--- src/rtl/iob_rr_arbiter_pkg.sv ---
// Shared types and width helpers for the round-robin IOb arbiter.
package iob_rr_arbiter_pkg;

    typedef enum logic {
        ST_IDLE = 1'b0,
        ST_BUSY = 1'b1
    } state_t;

    // Pointer/select width; never below one bit so a 1-bit pointer still exists.
    function automatic int nb_width(input int n);
        return ($clog2(n) < 1) ? 1 : $clog2(n);
    endfunction

endpackage

--- src/rtl/iob_rr_prio_enc.sv ---
// Round-robin priority encoder: first set bit of (req & ~mask) at or above ptr, with wrap.
module iob_rr_prio_enc #(
    parameter int N  = 2,
    parameter int NB = 1
) (
    input  logic [N-1:0]  req,
    input  logic [N-1:0]  mask,
    input  logic [NB-1:0] ptr,
    output logic [NB-1:0] sel,
    output logic          found
);

    localparam int NW = NB + 1;

    logic [N-1:0]  w_cand;
    logic [NW-1:0] w_idx;

    assign w_cand = req & ~mask;

    always_comb begin
        sel   = '0;
        found = 1'b0;
        w_idx = '0;
        // Walk from the farthest offset down so the candidate nearest ptr is written last.
        for (int i = N - 1; i >= 0; i--) begin
            w_idx = {1'b0, ptr} + NW'(i);
            if (w_idx >= NW'(N)) begin
                w_idx = w_idx - NW'(N);
            end
            if (w_cand[w_idx[NB-1:0]]) begin
                sel   = w_idx[NB-1:0];
                found = 1'b1;
            end
        end
    end

endmodule

--- src/rtl/iob_rr_arbiter.sv ---
// Round-robin arbiter sharing one IOb slave among N_MASTERS masters.
// Handshake: a master holds m_valid and payload until its one-cycle m_ready pulse; s_valid stays high until s_ready completes it.
module iob_rr_arbiter #(
    parameter int N_MASTERS = 2,
    parameter int DATA_W    = 32,
    parameter int ADDR_W    = 32
) (
    input  logic                            clk,
    input  logic                            rst,
    input  logic [N_MASTERS-1:0]            m_valid,
    input  logic [N_MASTERS*ADDR_W-1:0]     m_addr,
    input  logic [N_MASTERS*DATA_W-1:0]     m_wdata,
    input  logic [N_MASTERS*DATA_W/8-1:0]   m_wstrb,
    output logic [N_MASTERS-1:0]            m_ready,
    output logic [N_MASTERS*DATA_W-1:0]     m_rdata,
    output logic                            s_valid,
    output logic [ADDR_W-1:0]               s_addr,
    output logic [DATA_W-1:0]               s_wdata,
    output logic [DATA_W/8-1:0]             s_wstrb,
    input  logic                            s_ready,
    input  logic [DATA_W-1:0]               s_rdata,
    output logic [N_MASTERS-1:0]            grant,
    output logic                            busy
);

    import iob_rr_arbiter_pkg::*;

    localparam int NB = nb_width(N_MASTERS);
    localparam int SW = DATA_W / 8;

    state_t                r_state;
    state_t                w_state_nxt;
    logic [NB-1:0]         r_ptr;
    logic [NB-1:0]         r_gidx;
    logic [N_MASTERS-1:0]  r_grant;
    logic [ADDR_W-1:0]     r_s_addr;
    logic [DATA_W-1:0]     r_s_wdata;
    logic [SW-1:0]         r_s_wstrb;

    logic [NB-1:0]         w_ptr_inc;
    logic [NB-1:0]         w_search_ptr;
    logic [NB-1:0]         w_sel;
    logic [N_MASTERS-1:0]  w_mask;
    logic                  w_found;
    logic                  w_done;
    logic                  w_load;

    assign w_done       = (r_state == ST_BUSY) && s_ready;
    assign w_ptr_inc    = (int'(r_gidx) == N_MASTERS - 1) ? '0 : r_gidx + NB'(1);
    // On completion the finishing master's valid is still up, so it is masked out of the search.
    assign w_mask       = w_done ? r_grant : '0;
    assign w_search_ptr = (r_state == ST_BUSY) ? w_ptr_inc : r_ptr;
    assign w_load       = ((r_state == ST_IDLE) || w_done) && w_found;

    iob_rr_prio_enc #(
        .N  (N_MASTERS),
        .NB (NB)
    ) u_prio_enc (
        .req   (m_valid),
        .mask  (w_mask),
        .ptr   (w_search_ptr),
        .sel   (w_sel),
        .found (w_found)
    );

    always_comb begin
        w_state_nxt = r_state;
        case (r_state)
            ST_IDLE: if (w_found) w_state_nxt = ST_BUSY;
            ST_BUSY: if (s_ready && !w_found) w_state_nxt = ST_IDLE;
            default: w_state_nxt = ST_IDLE;
        endcase
    end

    always_ff @(posedge clk) begin
        if (!rst) begin
            r_state   <= ST_IDLE;
            r_ptr     <= '0;
            r_gidx    <= '0;
            r_grant   <= '0;
            r_s_addr  <= '0;
            r_s_wdata <= '0;
            r_s_wstrb <= '0;
        end else begin
            r_state <= w_state_nxt;
            if (w_done) begin
                r_ptr <= w_ptr_inc;
            end
            if (w_load) begin
                r_gidx    <= w_sel;
                r_grant   <= N_MASTERS'(1) << w_sel;
                r_s_addr  <= m_addr[int'(w_sel)*ADDR_W +: ADDR_W];
                r_s_wdata <= m_wdata[int'(w_sel)*DATA_W +: DATA_W];
                r_s_wstrb <= m_wstrb[int'(w_sel)*SW +: SW];
            end else if (w_done) begin
                r_grant <= '0;
            end
        end
    end

    assign s_valid = (r_state == ST_BUSY);
    assign busy    = (r_state == ST_BUSY);
    assign grant   = r_grant;
    assign s_addr  = r_s_addr;
    assign s_wdata = r_s_wdata;
    assign s_wstrb = r_s_wstrb;
    assign m_ready = w_done ? r_grant : '0;

    for (genvar k = 0; k < N_MASTERS; k++) begin : g_resp
        assign m_rdata[k*DATA_W +: DATA_W] = r_grant[k] ? s_rdata : '0;
    end

endmodule

--- config.mk ---
export PLATFORM = sky130hd
export DESIGN_NAME = iob_rr_arbiter
export DESIGN_NICKNAME = d
export VERILOG_FILES = /design/src/rtl/iob_rr_arbiter_pkg.sv /design/src/rtl/iob_rr_prio_enc.sv /design/src/rtl/iob_rr_arbiter.sv
export SDC_FILE = /design/constraint.sdc
export NUM_CORES = 1
export LEC_CHECK = 0
export ABC_CLOCK_PERIOD_IN_PS = 4000
export BUFFER_PORTS_ARGS = -buffer_cell sky130_fd_sc_hd__buf_4
export CAP_MARGIN = 5
export CORE_AREA = 2 2 119 121
export CTS_CLUSTER_DIAMETER = 60
export CTS_CLUSTER_SIZE = 25
export DETAILED_ROUTE_END_ITERATION = 8
export DIE_AREA = 0 0 121 123
export PLACE_DENSITY_LB_ADDON = 0.05
export SLEW_MARGIN = 20
export SYNTH_ARGS = -nofsm -noshare
export SYNTH_HDL_FRONTEND = slang
export SYNTH_SLANG_ARGS = --single-unit
--- constraint.sdc ---
create_clock -name clk -period 4 [get_ports clk]
set_clock_uncertainty 0.2 [all_clocks]
set_input_delay 0.4 -clock clk [delete_from_list [all_inputs] [get_ports clk]]
set_output_delay 0.4 -clock clk [all_outputs]
set_load 0.005 [all_outputs]
==> reports/results.txt, run 1 <==
First-pass GRT wire length: 28,000 µm
Pins Over Slew Limit: 0
Core footprint: 13,600 µm²
Die height: 123 µm
Post-Synth Adder-Cell Area: 0
Num CTS Buffers: 9
Seq/Total Area, Yosys: 0.355
Max-Cap Viols: 0
WL per Instance: 18.9 µm
Total negative slack: 0 ps
Min Clock Period, post-route: 2550 ps
Slew @ Worst Pin: 899 ps
Max IR drop VDD: 0.000203 V
Xor/xnor share of the synthesized area: 0
Worst Reg-to-Reg Cells: 5
Final worst slack: 1450 ps
Unrepaired setup endpoints after global routing: false
Starting Density: 0.303
Reg power frac: 0.374
Vias: 5,296
Status: complete, no violations
Final setup viols: 0
Post-Syn Instances: 516
Terminus of the critical flop-to-flop path: s_wdata[24]
DP Worst Slack: 1160 ps
Final Cycle Share: 0.638
Placed Area: 6480 µm²
Post-Synth Simple-Gate Area: 0.286
Data required time of the worst path: 4070 ps
Hold Crit Class: input pin to flip-flop
Post-CTS Setup Inserts: 0
Lkg Pwr: 2.92 nW
Row count: 43
Critical path arrival: 2630 ps
P_sw: 0.706 mW
Post-route cell area: 6750 µm²
GR Overflow Total: 0
Initial antenna violation count: 0
Resized Gates After CTS: 0
1st-pass router iterations: 5
Flop-to-flop setup slack: 1450 ps
Synth warnings: 0
Yosys reg bits: 73
Mux share of post-synthesis cell area: 0
Port bufs: 310
Final hold vios: 0
Largest family of logic cells by synthesized area: simple AND/OR/NAND/NOR gates
Vias in the first global route: 5,091
GRT Util Overall: 0.237
Worst hold slack: 92.3 ps
Startpoint Class: flip-flop
Vias per inst: 5.52
DRT iter0 DRCs: 416
Hpwl dp: 12,300 µm
Fmax: 0.392 GHz
Mapped cell area: 4120 µm²
Full die area: 14,900 µm²
Reg2reg start: busy
Clk pwr share: 0.327
Hold wc startpoint: rst
Pin count of the biggest net entering global routing: 58
Clock edge transition at the registers on the reported setup and hold paths: 60 ps
Post-synthesis compound-gate area fraction: 0.270
Total power: 2.27 mW
Root Buffer: clkbuf_16
Slew HR: 0.401
Hold path depth: 2
Yosys cell types: 28
Routed wire length: 18,200 µm
Nets: 947
CP max FO: 42
CTS tree: built
GP Congestion: 0.792
Area Overhead vs Synth: 63.8%
N_diodes: 0
Switch share: 0.311
Cts hold-fix bufs: 0
Clock Sinks: 73
Clock Latency Late Sink: 340 ps
Clock tree buffer depth: 2
Worst Hold End: r_ptr
Mapped Nets: 689
Layout cells sized above 1: 0.447
Logic pwr share: 0.298
H-tree depth: 3
Internal: 1.57 mW
Post-DRT Antenna Nets: 0
I/O pin total: 311
Residual DRC: 0
CP endpoint kind: flip-flop
Mean Syn Cell Area: 7.99 µm²
Cell Pwr Density: 337 nW/µm²
Kind of critical path: flip-flop to flip-flop
Die width: 121 µm
[cell families (layout without fill, tap and decap cells)]
family | after synthesis | after routing
buffers and inverters | 78 | 341
AOI/OAI and AO/OA | 147 | 147
DFF | 73 | 73
and+or+nand+nor | 218 | 218
[worst max path at each step]
| stage | slack, ps | start | endpoint | cells past startpoint |
|---|---|---|---|---|
| after floorplan | 2190 | busy | s_wdata[16] | 8 |
| after global placement | 1260 | grant[1] | grant[1] | 5 |
| after detailed placement | 1160 | grant[1] | grant[1] | 5 |
| after CTS | 1080 | grant[1] | m_ready[1] | 3 |
| after global routing | 1220 | busy | s_addr[29] | 5 |
| final | 1450 | busy | s_wdata[24] | 5 |
[flip-flops by register name (all words and copies together) (netlist names)]
signal / count
r_ptr: 1
busy: 1
s_wstrb: 4
s_addr: 32
s_wdata: 32
r_gidx: 1
grant: 2
[cell usage in the layout (no fill, tap or decap), types with 2 or more instances in the layout]
cell type and n:
buf_12 4, nand2b_1 2, clkinvlp_4 2, a31oi_1 68
dfxtp_1 72, buf_4 319, a21oi_1 3, and2_1 66
clkinv_2 4, nand3_1 138, o221ai_1 68, nand2_1 4
clkbuf_16 9, nand4_1 2
[metrics by stage]
| stage | cells | utilization |
|---|---|---|
| floorplan | 516 | - |
| global placement | 943 | 0.476 |
| detailed placement | 943 | 0.476 |
| CTS | 959 | 0.496 |
| global route | 959 | 0.496 |
| finish | 959 | 0.496 |
[synth_stat cells]
master      n  area share
or3b_1      1      0.0021
a21oi_1     3      0.0036
buf_2      26       0.032
nand2_1     4      0.0036
a41oi_1     1      0.0021
clkbuf_1   38       0.035
a31oi_1    68        0.10
or2_2       1      0.0015
o21ai_0     1      0.0012
a21oi_4     1      0.0039
o22ai_1     1      0.0015
a21o_1      1      0.0018
o211ai_2    1      0.0030
buf_1       5      0.0046
buf_6       5       0.014
o221ai_1   68        0.14
dfxtp_1    73        0.35
inv_2       1     0.00091
inv_1       1     0.00091
o211a_1     1      0.0024
and3_1      2      0.0030
nand2b_1    2      0.0030
nor2_1      2      0.0018
nand4_1     2      0.0030
nand3_1   138        0.17
and2_1     66        0.10
buf_4       2      0.0036
o21ai_2     1      0.0021
[per-layer routing]
metal	part of all wire	up-vias	wire (µm)	track usage
li1	-	2510	-	-
met1	0.41	2510	7490	0.302
met2	0.49	263	8910	0.393
met3	0.088	13	1590	0.0729
met4	0.0088	0	159	0.0581
met5	0	-	0	0
[power by group through the flow]
stage                     registers, mW  logic, mW  clock network [mW]
after floorplan                   0.857      0.307                   0
after global placement            0.865      0.680                   0
after detailed placement          0.864      0.685                   0
after CTS                         0.851      0.685               0.757
after global routing              0.861      0.739               0.789
final                             0.852      0.679               0.744
[final cells by class]
type                       count  area, µm²
fill                        1374       6860
timing repair buffer         323       2470
multi-input combinational    365       2320
sequential                    73       1460
clock buffer                  10        229
tap                          180        225
clock inverter                 6       35.0
inverter                       2       7.51
[critical path, cell delays in order (launching register included)]
cell and delay [ps]:
dfxtp_1 640, nand3_1 230, o211ai_4 750, buf_12 310, o221ai_1 170, a31oi_1 160
Power figures use the tool's default switching activity.
==> run 2, diff against run 1 <==
--- a/config.mk
+++ b/config.mk
@@ -5,14 +5,14 @@
 export SDC_FILE = /design/constraint.sdc
 export NUM_CORES = 1
 export LEC_CHECK = 0
-export ABC_CLOCK_PERIOD_IN_PS = 4000
+export ABC_CLOCK_PERIOD_IN_PS = 2200
 export BUFFER_PORTS_ARGS = -buffer_cell sky130_fd_sc_hd__buf_4
 export CAP_MARGIN = 5
-export CORE_AREA = 2 2 119 121
+export CORE_AREA = 2 2 122 124
 export CTS_CLUSTER_DIAMETER = 60
 export CTS_CLUSTER_SIZE = 25
 export DETAILED_ROUTE_END_ITERATION = 8
-export DIE_AREA = 0 0 121 123
+export DIE_AREA = 0 0 124 126
 export PLACE_DENSITY_LB_ADDON = 0.05
 export SLEW_MARGIN = 20
 export SYNTH_ARGS = -nofsm -noshare
==> constraint.sdc (replaced) <==
create_clock -name clk -period 2.2 [get_ports clk]
set_clock_uncertainty 0.2 [all_clocks]
set_input_delay 0.22 -clock clk [delete_from_list [all_inputs] [get_ports clk]]
set_output_delay 0.22 -clock clk [all_outputs]
set_load 0.005 [all_outputs]
==> run 2 against run 1 <==
Cell area up 22%; flip-flop and latch count unchanged; non-clock buffer count up 145; critical path depth down 2; combinational power up 120%; core utilization up 8.2 points; count of clock-buffer cells in the layout up 2; critical path type is now flip-flop to output port; critical endpoint is now m_ready[1].
==> reports/results.txt, run 2 (same netlist as run 1, synthesis figures left out) <==
Status: complete, no violations
GR Overflow Total: 0 (unchanged)
H-tree depth: 3 (unchanged)
Cell Pwr Density: 548 nW/µm² (+63%)
Layout cells sized above 1: 0.385 (-0.0621)
Die height: 126 µm (+2.4%)
Total power: 4.53 mW (+99%)
WL per Instance: 18.5 µm (-2.4%)
GP Congestion: 0.852 (+7.5%)
DRT iter0 DRCs: 417 (+0.24%)
Min Clock Period, post-route: 1960 ps
Clock Sinks: 73 (unchanged)
Most frequent cells in the layout: 324 x buf_4, 138 x nand3_1, 136 x dlygate4sd3_1
Full die area: 15,600 µm² (+5.0%)
CP endpoint kind: output port
Lkg Pwr: 3.57 nW (+22%)
Area Overhead vs Synth: 101%
Final setup viols: 0 (unchanged)
Multi-input logic area: 2320 µm² (unchanged)
N_diodes: 0 (unchanged)
Routed wire length: 20,500 µm (+13%)
Slew HR: 0.665 (+0.264)
Clock tree buffer depth: 2 (unchanged)
CP max FO: 30 (-29%)
Unrepaired setup endpoints after global routing: false
Post-CTS Setup Inserts: 0 (unchanged)
Final hold vios: 0 (unchanged)
Slew @ Worst Pin: 503 ps (-396 ps)
DP Worst Slack: 400 ps (-762 ps)
Vias: 5,933 (+12%)
Post-DRT Antenna Nets: 0 (unchanged)
Critical path arrival: 1540 ps (-1090 ps)
First-pass GRT wire length: 31,500 µm (+13%)
Final worst slack: 239 ps (-1210 ps)
Worst hold slack: 49.1 ps (-43.3 ps)
Max IR drop VDD: 0.000317 V (+56%)
Pins Over Slew Limit: 0 (unchanged)
Residual DRC: 0 (unchanged)
Data required time of the worst path: 1780 ps (-2290 ps)
GRT Util Overall: 0.252 (+0.0147)
Num CTS Buffers: 9 (unchanged)
Clock Latency Late Sink: 320 ps (-20 ps)
Vias in the first global route: 6,199 (+22%)
Die width: 124 µm (+2.5%)
Final Cycle Share: 0.892
FILL cells: 1,276 (-7.1%)
Nets: 1,092 (+15%)
Pin count of the biggest net entering global routing: 56 (-3.4%)
I/O pin total: 311 (unchanged)
Total negative slack: 0 ps (unchanged)
Most common cell after layout, fill and taps aside: buf_4
CTS tree: built
Final cell count without fillers: 1,107 (+15%)
Core footprint: 14,300 µm² (+5.2%)
Max-Cap Viols: 0 (unchanged)
Initial antenna violation count: 0 (unchanged)
1st-pass router iterations: 4 (-1)
Root Buffer: clkbuf_16
DP Cell Count: 956 (+1.4%)
Hold Crit Class: input pin to flip-flop
Clock edge transition at the registers on the reported setup and hold paths: 60 ps (about the same)
Vias per inst: 5.36 (-2.9%)
Fmax: 0.510 GHz
Hpwl dp: 12,900 µm (+5.3%)
Port bufs: 310 (unchanged)
Startpoint Class: flip-flop
Row count: 44 (+2.3%)
Kind of critical path: flip-flop to output port
Flop-to-flop setup slack: 340 ps (-1110 ps)
Starting Density: 0.288 (-0.0148)
Reg area: 1460 µm² (about the same)
-- run 2: changes by cell type in the layout (fill, tap and decap cells not counted), sizes merged --
cell	change
clkinv	-2
clkinvlp	-2
dlygate4sd3	+136
buf	+9
clkbuf	+2
bufinv	+1
-- run 2: final timing paths --
kind               start  cells past startpoint           to
max reg2reg         busy                      5   s_addr[16]
max             grant[1]                      3   m_ready[1]
min          m_wdata[27]                      3  s_wdata[27]
min reg2reg   s_addr[30]                      2   s_addr[30]
-- run 2: per-layer routing --
metal	part of all wire	track usage	vias to the layer above
met2	0.50	0.441	288
li1	-	-	2796
met1	0.42	0.306	2823
met3	0.067	0.0580	26
met4	0.015	0.0734	0
met5	0	0	-
-- run 2: area by class of cell --
| cell class | instances | area share |
|---|---|---|
| clock buffer | 12 | 0.0310 |
| clock inverter | 3 | 0.00484 |
| inverter | 2 | 0.000908 |
| multi-input combinational | 365 | 0.280 |
| sequential | 73 | 0.177 |
| tap | 184 | 0.0279 |
| timing repair buffer | 468 | 0.478 |
-- run 2: critical path: stages (launching register included) --
cell,delay (ps)
dfxtp_1,410
and3_2,250
buf_4,360
buf_4,180
-- run 2: repair_timing --
action,CTS,global route
setup endpoints to repair,0,0
hold endpoints to repair,69,0
hold buffers,136,0
gates resized for setup,0,0
-- run 2: report_power, final --
group / leakage, nW / internal, mW / switching [mW] / total (mW)
combinational: 2.82 / 0.829 / 0.681 / 1.51
clock: 0.148 / 0.930 / 0.552 / 1.48
sequential: 0.604 / 1.46 / 0.0782 / 1.53
-- run 2: through the flow --
stage / instance area [µm²] / util
after global routing: 8270 / 0.577
after CTS: 8270 / 0.577
after global placement: 6610 / 0.462
after floorplan: 4120 / -
after detailed placement: 6610 / 0.462
final: 8270 / 0.577
